**config.mk**
```make
export PLATFORM = sky130hd
export DESIGN_NAME = bus_master_mux_pipe
export DESIGN_NICKNAME = d
export VERILOG_FILES = /design/src/rtl/bus_master_mux_pipe.sv
export SDC_FILE = /design/constraint.sdc
export NUM_CORES = 1
export LEC_CHECK = 0
export CAP_MARGIN = 20
export CELL_PAD_IN_SITES_DETAIL_PLACEMENT = 1
export CELL_PAD_IN_SITES_GLOBAL_PLACEMENT = 2
export CORE_UTILIZATION = 18
export DETAILED_ROUTE_END_ITERATION = 6
export GPL_ROUTABILITY_DRIVEN = 0
export HOLD_SLACK_MARGIN = 0.08
export PLACE_DENSITY_LB_ADDON = 0.2
export SETUP_SLACK_MARGIN = 0.1
export SLEW_MARGIN = 10
export SYNTH_ARGS = -nofsm -noshare
export SYNTH_HDL_FRONTEND = slang
export SYNTH_SLANG_ARGS = --single-unit
```
**constraint.sdc**
```tcl
create_clock -name clk -period 1.8 [get_ports clk]
set_clock_uncertainty 0.2 [all_clocks]
set_input_delay 0.45 -clock clk [delete_from_list [all_inputs] [get_ports clk]]
set_output_delay 0.45 -clock clk [all_outputs]
set_load 0.05 [all_outputs]
```
**src/rtl/bus_master_mux_pipe.sv**
```systemverilog
// Bus master multiplexer with registered slave-side output stage.
// Picks the lowest-index granted master (active-low grants), registers its
// address/control/write data toward the slaves, holds that register while the
// addressed slave inserts wait states, and keeps sticky grant-protocol flags.
//
// Handshake: a transfer is presented when s_as_=0; the slave accepts it on a
// cycle with s_rdy_=0. While s_as_=0 and s_rdy_=1 the output register
// (address, strobe, rw, data, owner, owner_vld) is frozen; on every other
// cycle it loads the current selection.
module bus_master_mux_pipe #(
  parameter int NUM_MASTERS = 4,
  parameter int OWNER_W     = 2,
  parameter int ADDR_W      = 30,
  parameter int DATA_W      = 32
) (
  input  logic                          clk,
  input  logic                          reset_,
  input  logic [NUM_MASTERS*ADDR_W-1:0] m_addr,
  input  logic [NUM_MASTERS-1:0]        m_as_,
  input  logic [NUM_MASTERS-1:0]        m_rw,
  input  logic [NUM_MASTERS*DATA_W-1:0] m_wr_data,
  input  logic [NUM_MASTERS-1:0]        m_grnt_,
  input  logic                          s_rdy_,
  input  logic                          err_clr,
  output logic [ADDR_W-1:0]             s_addr,
  output logic                          s_as_,
  output logic                          s_rw,
  output logic [DATA_W-1:0]             s_wr_data,
  output logic [OWNER_W-1:0]            s_owner,
  output logic                          s_owner_vld,
  output logic                          grnt_conflict,
  output logic                          handover_err
);

  typedef enum logic [1:0] {
    ST_IDLE = 2'd0,
    ST_XFER = 2'd1,
    ST_WAIT = 2'd2
  } state_t;

  state_t state_q;
  state_t state_d;

  // Combinational selection (next-load values)
  logic [ADDR_W-1:0]      sel_addr;
  logic                   sel_as_;
  logic                   sel_rw;
  logic [DATA_W-1:0]      sel_wr_data;
  logic [OWNER_W-1:0]     sel_owner;
  logic                   sel_vld;

  logic [NUM_MASTERS-1:0] grant;
  logic                   multi_grant;
  logic                   stall;
  logic                   handover_set;

  // Fixed-priority select: scan high to low so the lowest granted index wins.
  always_comb begin
    sel_addr    = '0;
    sel_as_     = 1'b1;
    sel_rw      = 1'b1;
    sel_wr_data = '0;
    sel_owner   = '0;
    sel_vld     = 1'b0;
    for (int i = NUM_MASTERS - 1; i >= 0; i--) begin
      if (!m_grnt_[i]) begin
        sel_addr    = m_addr[i*ADDR_W +: ADDR_W];
        sel_as_     = m_as_[i];
        sel_rw      = m_rw[i];
        sel_wr_data = m_wr_data[i*DATA_W +: DATA_W];
        sel_owner   = OWNER_W'(i);
        sel_vld     = 1'b1;
      end
    end
  end

  // Protocol checks: two or more grants set when clearing the lowest set bit
  // still leaves a bit set; a handover is any owner change during a stall.
  always_comb begin
    grant        = ~m_grnt_;
    multi_grant  = |(grant & (grant - NUM_MASTERS'(1)));
    stall        = (state_q != ST_IDLE) && s_rdy_;
    handover_set = stall && (!sel_vld || (sel_owner != s_owner));
  end

  // Transfer state register.
  always_ff @(posedge clk) begin
    if (!reset_) state_q <= ST_IDLE;
    else         state_q <= state_d;
  end

  // Next-state: track whether a strobe is presented and whether it is stalled.
  always_comb begin
    state_d = state_q;
    case (state_q)
      ST_IDLE: state_d = sel_as_ ? ST_IDLE : ST_XFER;
      ST_XFER,
      ST_WAIT: begin
        if (s_rdy_) state_d = ST_WAIT;
        else        state_d = sel_as_ ? ST_IDLE : ST_XFER;
      end
      default: state_d = ST_IDLE;
    endcase
  end

  // Output register: load every cycle except while a transfer is stalled.
  always_ff @(posedge clk) begin
    if (!reset_) begin
      s_addr      <= '0;
      s_as_       <= 1'b1;
      s_rw        <= 1'b1;
      s_wr_data   <= '0;
      s_owner     <= '0;
      s_owner_vld <= 1'b0;
    end else if (!stall) begin
      s_addr      <= sel_addr;
      s_as_       <= sel_as_;
      s_rw        <= sel_rw;
      s_wr_data   <= sel_wr_data;
      s_owner     <= sel_owner;
      s_owner_vld <= sel_vld;
    end
  end

  // Sticky error flags: a set condition beats a same-cycle clear.
  always_ff @(posedge clk) begin
    if (!reset_) begin
      grnt_conflict <= 1'b0;
      handover_err  <= 1'b0;
    end else begin
      grnt_conflict <= multi_grant  | (grnt_conflict & ~err_clr);
      handover_err  <= handover_set | (handover_err  & ~err_clr);
    end
  end

endmodule
```
==> summary.md, run 1 <==
| Metric | Value |
|---|---|
| Status | `finished clean` |
| Fmax | `0.611 GHz` |
| First-pass GRT wire length | `between 30000 and 40000 um` |
| # setup viols final | `0` |
| Max cap viols | `0` |
| Worst Path Class, Setup | `flop to flop` |
| Sequential area share after synthesis | `0.287` |
| DR iter-0 viols | `about 200` |
| Mapped Nets | `about 900` |
| Gate power share | `0.419` |
| Global Route met2 Usage | `0.267` |
| Final setup margin | `between 150 and 200 ps` |
| Number of synthesized register bits | `71` |
| Most Crowded Layer GR | `met2` |
| Cell Chain, Critical Path | `inv_1 > ha_4 > nand2b_4 > clkbuf_16 > o21ai_0 > o221a_2` |
| Slew headroom | `0.712` |
| Die width | `about 170 um` |
| Yosys warning total | `0` |
| Max incr delay on CP | `320 ps` |
| Starting Density | `0.184` |
| TritonCTS clock tree | `yes` |
| Leak pwr | `3.92 nW` |
| CP bufs+invs | `2` |
| Syn avg cell area | `between 7 and 8 sq um` |
| HP Class | `flop to flop` |
| Mapped Cells | `roughly 630` |
| Post-DP HPWL | `17300 um` |
| Tot GR Track Use | `0.161` |
| Post-cts sizing count | `0` |
| Largest net degree at the start of global routing | `64` |
| Most frequent cells in the layout | `clkdlybuf4s50_1 (257), o21ai_0 (119), buf_12 (86), dfxtp_1 (71), inv_1 (67)` |
| P per Cell Area | `~660 mW/mm^2` |
| P&R area growth vs syn | `103%` |
| Remaining antenna violation count | `0` |
| Drt pass-1 iters | `6` |
| Synthesized area | `just under 0.005 sq mm` |
| Worst slew pin tran | `around 430 ps` |
| Die Area | `0.0282 sq mm` |
| Slew Limit Fails | `0` |
| Post-layout util | `0.373` |
| Rows | `60` |
| Met1 Resource Use GR | `0.205` |
| Crit end category | `flop` |
| CP Launch Type | `flop` |
| Via count | `a little over 6000` |
| Crit path max-delay family | `flip-flops` |
| Critical Path AT | `approximately 1700 ps` |
| Clock root cell | `clkbuf_16` |
| Cell variety after synth | `33` |
| Sequential power share | `0.287` |
| Vias in the first global route | `between 6000 and 7000` |
| Die Span Y | `around 170 um` |
| Internal power | `4.46 mW` |
| Fin crit share | `0.910` |
| Ports | `roughly 330` |
| Hold Buf Count CTS | `0` |
| Final min period | `approximately 1600 ps` |
| Area share of the largest cell type after synthesis | `0.287` |
| Layout cells sized above 1 | `0.184` |
| Initial antenna violation count | `2` |
| CP required | `1830 ps` |
| Grt ovf | `0` |
| Hold Vio Cnt, Final | `0` |
| Unrepaired setup endpoints after global routing | `true` |
| FILL cells | `approximately 3000` |
| IO buf count | `between 300 and 400` |
| Vias per cell | `approximately 4.7` |
| WHS | `approximately 330 ps` |
| Total power | `~6.6 mW` |
| GRT met3 Usage | `0.0402` |
| Post-Place Setup Slack | `-239 ps` |
| TritonCTS Buffers | `9` |
| Crit path max fanout | `11` |
| # clock sinks | `just over 70` |
| Area contributors post-synth | `dfxtp_1 (29%), o21ai_0 (12%), nand3b_1 (9.7%)` |
| Clock transition at path regs | `~60 ps` |
| Switch share | `0.327` |
| Commonest non-fill, non-tap cell in the layout | `clkdlybuf4s50_1` |
| Core box area | `around 0.027 sq mm` |
| CP max stage cell | `dfxtp_1` |
| Clk Latency, worst-skew pair | `around 330 ps` |
| Post-Route WL | `about 25000 um` |
| Nets | `1212` |
| Worst vdd ir | `396 uV` |
| Total setup buffers inserted after CTS | `0` |
| Post-synth top area cell | `dfxtp_1` |
| H-tree depth | `3` |
| Worst-case clock buffer depth | `2` |
| # DRC | `0` |
| Sw power | `between 2 and 2.5 mW` |
| WL/cell | `around 19 um` |
| Clock Power Share | `0.294` |
==> path summary, 6_finish.rpt <==
check                   from       endpoint  slack [ps]  cells past startpoint
setup / recovery  state_q[0]  s_wr_data[11]         160                      6
setup reg to reg  state_q[0]  s_wr_data[11]         160                      6
hold / removal          s_rw           s_rw         330                      2
hold reg to reg         s_rw           s_rw         330                      2
==> layer usage <==
layer,vias up,wire length [um]
met5,-,0
met4,0,336
met3,18,1630
met2,218,11700
met1,2879,11400
li1,2941,-
==> power groups by stage <==
stage               logic, mW  clock network (mW)  registers (mW)
finish                   2.77                1.95            1.90
global route             2.94                2.10            1.92
CTS                      2.67                2.04            1.90
detailed placement       2.67                   0            1.93
global placement         2.65                   0            1.93
floorplan               0.661                   0            2.37
==> Yosys cell counts, drive strengths merged <==
| master | number |
|---|---|
| nand2b | 65 |
| and3 | 1 |
| inv | 67 |
| o211ai | 4 |
| nand2 | 6 |
| o21ai | 129 |
| o221a | 63 |
| o311ai | 1 |
| ha | 2 |
| dfxtp | 71 |
| nand3b | 64 |
| o21a | 1 |
| nor2 | 2 |
| nor4b | 1 |
| buf | 35 |
| a31oi | 63 |
| clkbuf | 38 |
| nor2b | 4 |
| nor3b | 3 |
| a21boi | 2 |
| a211o | 1 |
| nor3 | 1 |
| a21oi | 4 |
| o311a | 1 |
==> flip-flops by register name (all words and copies together) (netlist names) <==
signal and flops:
handover_err 1, grnt_conflict 1, s_addr 30, s_as_ 1, s_rw 1, s_owner 2, s_owner_vld 1, state_q 2
s_wr_data 32
==> logic make-up after synthesis <==
family	share of synthesized area
AOI/OAI and AO/OA	0.377
and+or+nand+nor	0.204
buffers and inverters	0.127
DFF	0.287
adders and majority gates	0.00506
==> worst reg2reg max path: cells and delay by family (launching register included) <==
kind | cells | cell delay (ps)
buffers and inverters | 2 | 290
adder cells (fa/ha/maj) | 1 | 170
AND/OR/NAND/NOR | 1 | 230
flip-flops | 1 | 320
AO/OA/AOI/OAI | 2 | 320
==> final cells by class <==
type                    count  area, sq um  share of cell area
flip-flops and latches     71         1420               0.141
diodes                      2         5.00            0.000498
multi-input cells         420         2940               0.293
clock inverters             4         52.6             0.00523
well taps                 341          427              0.0424
clock buffers              12          267              0.0265
repair buffers            377         4680               0.466
inverters                  67          251              0.0250
==> per-stage QoR <==
stage / setup TNS, ps / cell area (sq um) / cells
global route: 0 / 10000 / 1292
floorplan: 0 / 4950 / 629
CTS: 0 / 9790 / 1280
finish: 0 / 10100 / 1294
detailed placement: -12970 / 9480 / 1264
global placement: -10320 / 9480 / 1264
Power figures use the tool's default switching activity.
==> run 2: changes to the inputs <==
--- a/config.mk
+++ b/config.mk
@@ -5,12 +5,12 @@
 export SDC_FILE = /design/constraint.sdc
 export NUM_CORES = 1
 export LEC_CHECK = 0
+export ABC_CLOCK_PERIOD_IN_PS = 1800
 export CAP_MARGIN = 20
 export CELL_PAD_IN_SITES_DETAIL_PLACEMENT = 1
 export CELL_PAD_IN_SITES_GLOBAL_PLACEMENT = 2
 export CORE_UTILIZATION = 18
 export DETAILED_ROUTE_END_ITERATION = 6
-export GPL_ROUTABILITY_DRIVEN = 0
 export HOLD_SLACK_MARGIN = 0.08
 export PLACE_DENSITY_LB_ADDON = 0.2
 export SETUP_SLACK_MARGIN = 0.1
==> results of run 2 <==
Final layout, timing and power as in run 1 (identical DEF).
==> run 3: changes to the inputs <==
--- a/config.mk
+++ b/config.mk
@@ -5,11 +5,13 @@
 export SDC_FILE = /design/constraint.sdc
 export NUM_CORES = 1
 export LEC_CHECK = 0
+export ABC_AREA = 1
 export ABC_CLOCK_PERIOD_IN_PS = 1800
 export CAP_MARGIN = 20
 export CELL_PAD_IN_SITES_DETAIL_PLACEMENT = 1
 export CELL_PAD_IN_SITES_GLOBAL_PLACEMENT = 2
-export CORE_UTILIZATION = 18
+export CORE_UTILIZATION = 15
+export CTS_CLUSTER_DIAMETER = 100
 export DETAILED_ROUTE_END_ITERATION = 6
 export HOLD_SLACK_MARGIN = 0.08
 export PLACE_DENSITY_LB_ADDON = 0.2
==> summary.md, run 3 <==
| Metric | Value |
|---|---|
| Mapped Nets | `1019 (was 895)` |
| Post-DP HPWL | `19300 um (was 17300 um)` |
| Critical Path AT | `1700 ps (was 1670 ps)` |
| Via count | `6213 (was 6056)` |
| # clock sinks | `71 (unchanged)` |
| Yosys warning total | `0 (unchanged)` |
| Critical path depth | `7 (was 6)` |
| Area contributors post-synth | `dfxtp_1 (32%), a21oi_1 (22%), nand2_1 (17%) (was dfxtp_1 (29%), o21ai_0 (12%), nand3b_1 (9.7%))` |
| TritonCTS Buffers | `9 (unchanged)` |
| CP Launch Type | `input pin (was flop)` |
| Grt ovf | `0 (unchanged)` |
| Crit path max fanout | `45 (was 11)` |
| WHS Path Cells | `3 (was 2)` |
| WL/cell | `17.7 um (was 19.3 um)` |
| Placed Cells | `1443 (was 1264)` |
| Largest net degree at the start of global routing | `46 (was 64)` |
| Ys flop type | `dfxtp_1 (unchanged)` |
| Count leader, synth | `nand2_1 (was o21ai_0)` |
| Async SR Flop Fraction | `0 (unchanged)` |
| Sequential area share after synthesis | `0.318 (was 0.287)` |
| Clk Latency, worst-skew pair | `340 ps (was 330 ps)` |
| Post-synth top area cell | `dfxtp_1 (unchanged)` |
| Largest regs | `s_wr_data (32), s_addr (30) (unchanged)` |
| Slew headroom | `0.705 (was 0.712)` |
| HP Class | `input pin to flop (was flop to flop)` |
| Ports | `333 (unchanged)` |
| CP max stage cell | `clkdlybuf4s50_1 (was dfxtp_1)` |
| Setup TNS Final | `0 ps (unchanged)` |
| Leak pwr | `4.05 nW (was 3.92 nW)` |
| DR iter-0 viols | `220 (was 199)` |
| Vias in the first global route | `6527 (was 6109)` |
| Synthesized area | `0.00447 sq mm (was 0.00495 sq mm)` |
| Die Area | `0.0305 sq mm (was 0.0282 sq mm)` |
| FILL cells | `3466 (was 3044)` |
| Drt pass-1 iters | `4 (was 6)` |
| Gpl congestion | `0.760 (was 0.723)` |
| Remaining antenna violation count | `0 (unchanged)` |
| Slew Limit Fails | `0 (unchanged)` |
| Rows | `62 (was 60)` |
| Cell variety after synth | `21 (was 33)` |
| Core box area | `0.0290 sq mm (was 0.0270 sq mm)` |
| Starting Density | `0.154 (was 0.184)` |
| FF+latch area | `0.00142 sq mm (about the same)` |
| Tot GR Track Use | `0.165 (was 0.161)` |
| # setup viols final | `0 (unchanged)` |
| Fmax | `0.613 GHz (was 0.611 GHz)` |
| H-tree depth | `3 (unchanged)` |
| Hold Buf Count CTS | `0 (unchanged)` |
| Initial antenna violation count | `2 (unchanged)` |
| Clock root cell | `clkbuf_16 (unchanged)` |
| Max FFs per register | `32 (unchanged)` |
| Nets | `1344 (was 1212)` |
| Largest Register | `s_wr_data (unchanged)` |
| Commonest non-fill, non-tap cell in the layout | `clkdlybuf4s50_1 (unchanged)` |
| CP bufs+invs | `4 (was 2)` |
| Post-Place Setup Slack | `-476 ps (was -239 ps)` |
| Reg2reg path depth | `8 (was 6)` |
| Die Span Y | `175 um (was 168 um)` |
| IO buf count | `332 (unchanged)` |
| First-pass GRT wire length | `38600 um (was 35100 um)` |
| Mapped Cells | `753 (was 629)` |
| Worst Path Class, Setup | `input pin to flop (was flop to flop)` |
| P per Cell Area | `670 mW/mm^2 (was 658 mW/mm^2)` |
| Layout cells sized above 1 | `0.128 (was 0.184)` |
| Number of synthesized register bits | `71 (unchanged)` |
| Crit path max-delay family | `buffers and inverters (was flip-flops)` |
| Status | `finished clean (unchanged)` |
| Unrepaired setup endpoints after global routing | `true (unchanged)` |
| Final min period | `1630 ps (was 1640 ps)` |
| Crit path top cell by count | `nand2_1` |
| Most frequent cells in the layout | `clkdlybuf4s50_1 (258), nand2_1 (202), a21oi_1 (193), buf_12 (87), inv_1 (71) (was clkdlybuf4s50_1 (257), o21ai_0 (119), buf_12 (86), dfxtp_1 (71), inv_1 (67))` |
| TritonCTS clock tree | `yes (unchanged)` |
| Die width | `175 um (was 168 um)` |
| Fin crit share | `0.906 (was 0.910)` |
| Vias per cell | `4.23 (was 4.68)` |
| Max cap viols | `0 (unchanged)` |
| # DRC | `0 (unchanged)` |
| Post-Route WL | `26100 um (was 25000 um)` |
| Hold Vio Cnt, Final | `0 (unchanged)` |
| Crit end category | `flop (unchanged)` |
| Post-synth top cells | `nand2_1 (203), a21oi_1 (193), inv_1 (73) (was o21ai_0 (120), dfxtp_1 (71), inv_1 (67))` |
| Cell Chain, Critical Path | `clkdlybuf4s50_1 > inv_4 > buf_12 > nand2_1 > nand2_1 > inv_1 > a21oi_1 (was inv_1 > ha_4 > nand2b_4 > clkbuf_16 > o21ai_0 > o221a_2)` |
| WHS | `192 ps (was 326 ps)` |
| Syn avg cell area | `5.94 sq um (was 7.87 sq um)` |
| Multi-input logic area | `0.00253 sq mm (was 0.00294 sq mm)` |
| Post-synth EDFFs | `0 (unchanged)` |
| Worst vdd ir | `332 uV (was 396 uV)` |
| P&R area growth vs syn | `116% (was 103%)` |
| Worst-case clock buffer depth | `2 (unchanged)` |
| Clock transition at path regs | `60 ps (about the same)` |
| Max incr delay on CP | `460 ps (was 320 ps)` |
| Area share of the largest cell type after synthesis | `0.318 (was 0.287)` |
| Final setup margin | `169 ps (was 163 ps)` |
| Worst slew pin tran | `442 ps (was 431 ps)` |
| Final Non-Filler Cells | `1469 (was 1294)` |
| CP required | `1870 ps (was 1830 ps)` |
[run 3: changes by cell type in the layout (fill, tap and decap cells not counted), sizes merged, moves of 5 or more]
cell,before,now
a31oi,63,1
nand2,6,203
nor2,2,8
inv,67,75
nand2b,67,0
o221a,63,0
nand3b,64,0
nand3,0,5
a21oi,4,193
clkbuf,19,14
[run 3: timing repair]
item | in CTS | in global routing
pin swaps | 1 | 2
cloned | 1 | 3
gates resized for setup | 6 | 16
buffers inserted | 1 | 3
setup endpoints to repair | 65 | 35
[run 3: final cells by class]
type | instances | area share
diodes | 2 | 0.000519
well taps | 384 | 0.0498
clock inverters | 4 | 0.00467
repair inverters | 1 | 0.000908
clock buffers | 12 | 0.0255
inverters | 75 | 0.0302
repair buffers | 373 | 0.479
flip-flops and latches | 71 | 0.147
multi-input cells | 547 | 0.262
[run 3: worst min-delay path, stage by stage]
cell            delay, ps
dlymetal6s2s_1        140
nand2_1                70
nor2_1                 30
[run 3: cells by family (layout without fill, tap and decap cells)]
family                     after synthesis  count (layout)  share of synthesized area
AOI/OAI and AO/OA                      326             326                      0.366
adders and majority gates                2               2                    0.00559
buffers and inverters                  135             465                      0.119
DFF                                     71              71                      0.318
other                                    0               2                          0
and+or+nand+nor                        219             219                      0.192
[run 3: path summary, 6_finish.rpt]
kind / start / to / slack (ps)
min: s_rdy_ / state_q[1] / 190
max reg2reg: state_q[0] / s_wr_data[14] / 180
max: m_grnt_[0] / s_wr_data[21] / 170
min reg2reg: handover_err / handover_err / 310
[run 3: layer usage]
metal,wire length (um),track usage
met4,161,0.0359
met5,0,0
met3,2220,0.0607
met2,13000,0.292
met1,10700,0.188
[run 3: per-stage QoR]
step                      utilization  power (mW)  instance area (sq um)
after floorplan                     -        2.94                   4470
after global placement          0.316        4.56                   9180
after detailed placement        0.316        4.57                   9180
after CTS                       0.328        6.55                   9520
after global routing            0.333        6.81                   9650
final                           0.333        6.46                   9650
[run 3: power breakdown]
part / switching (mW) / internal (mW)
clock network: 0.785 / 1.11
registers: 0.156 / 1.73
logic: 1.28 / 1.41
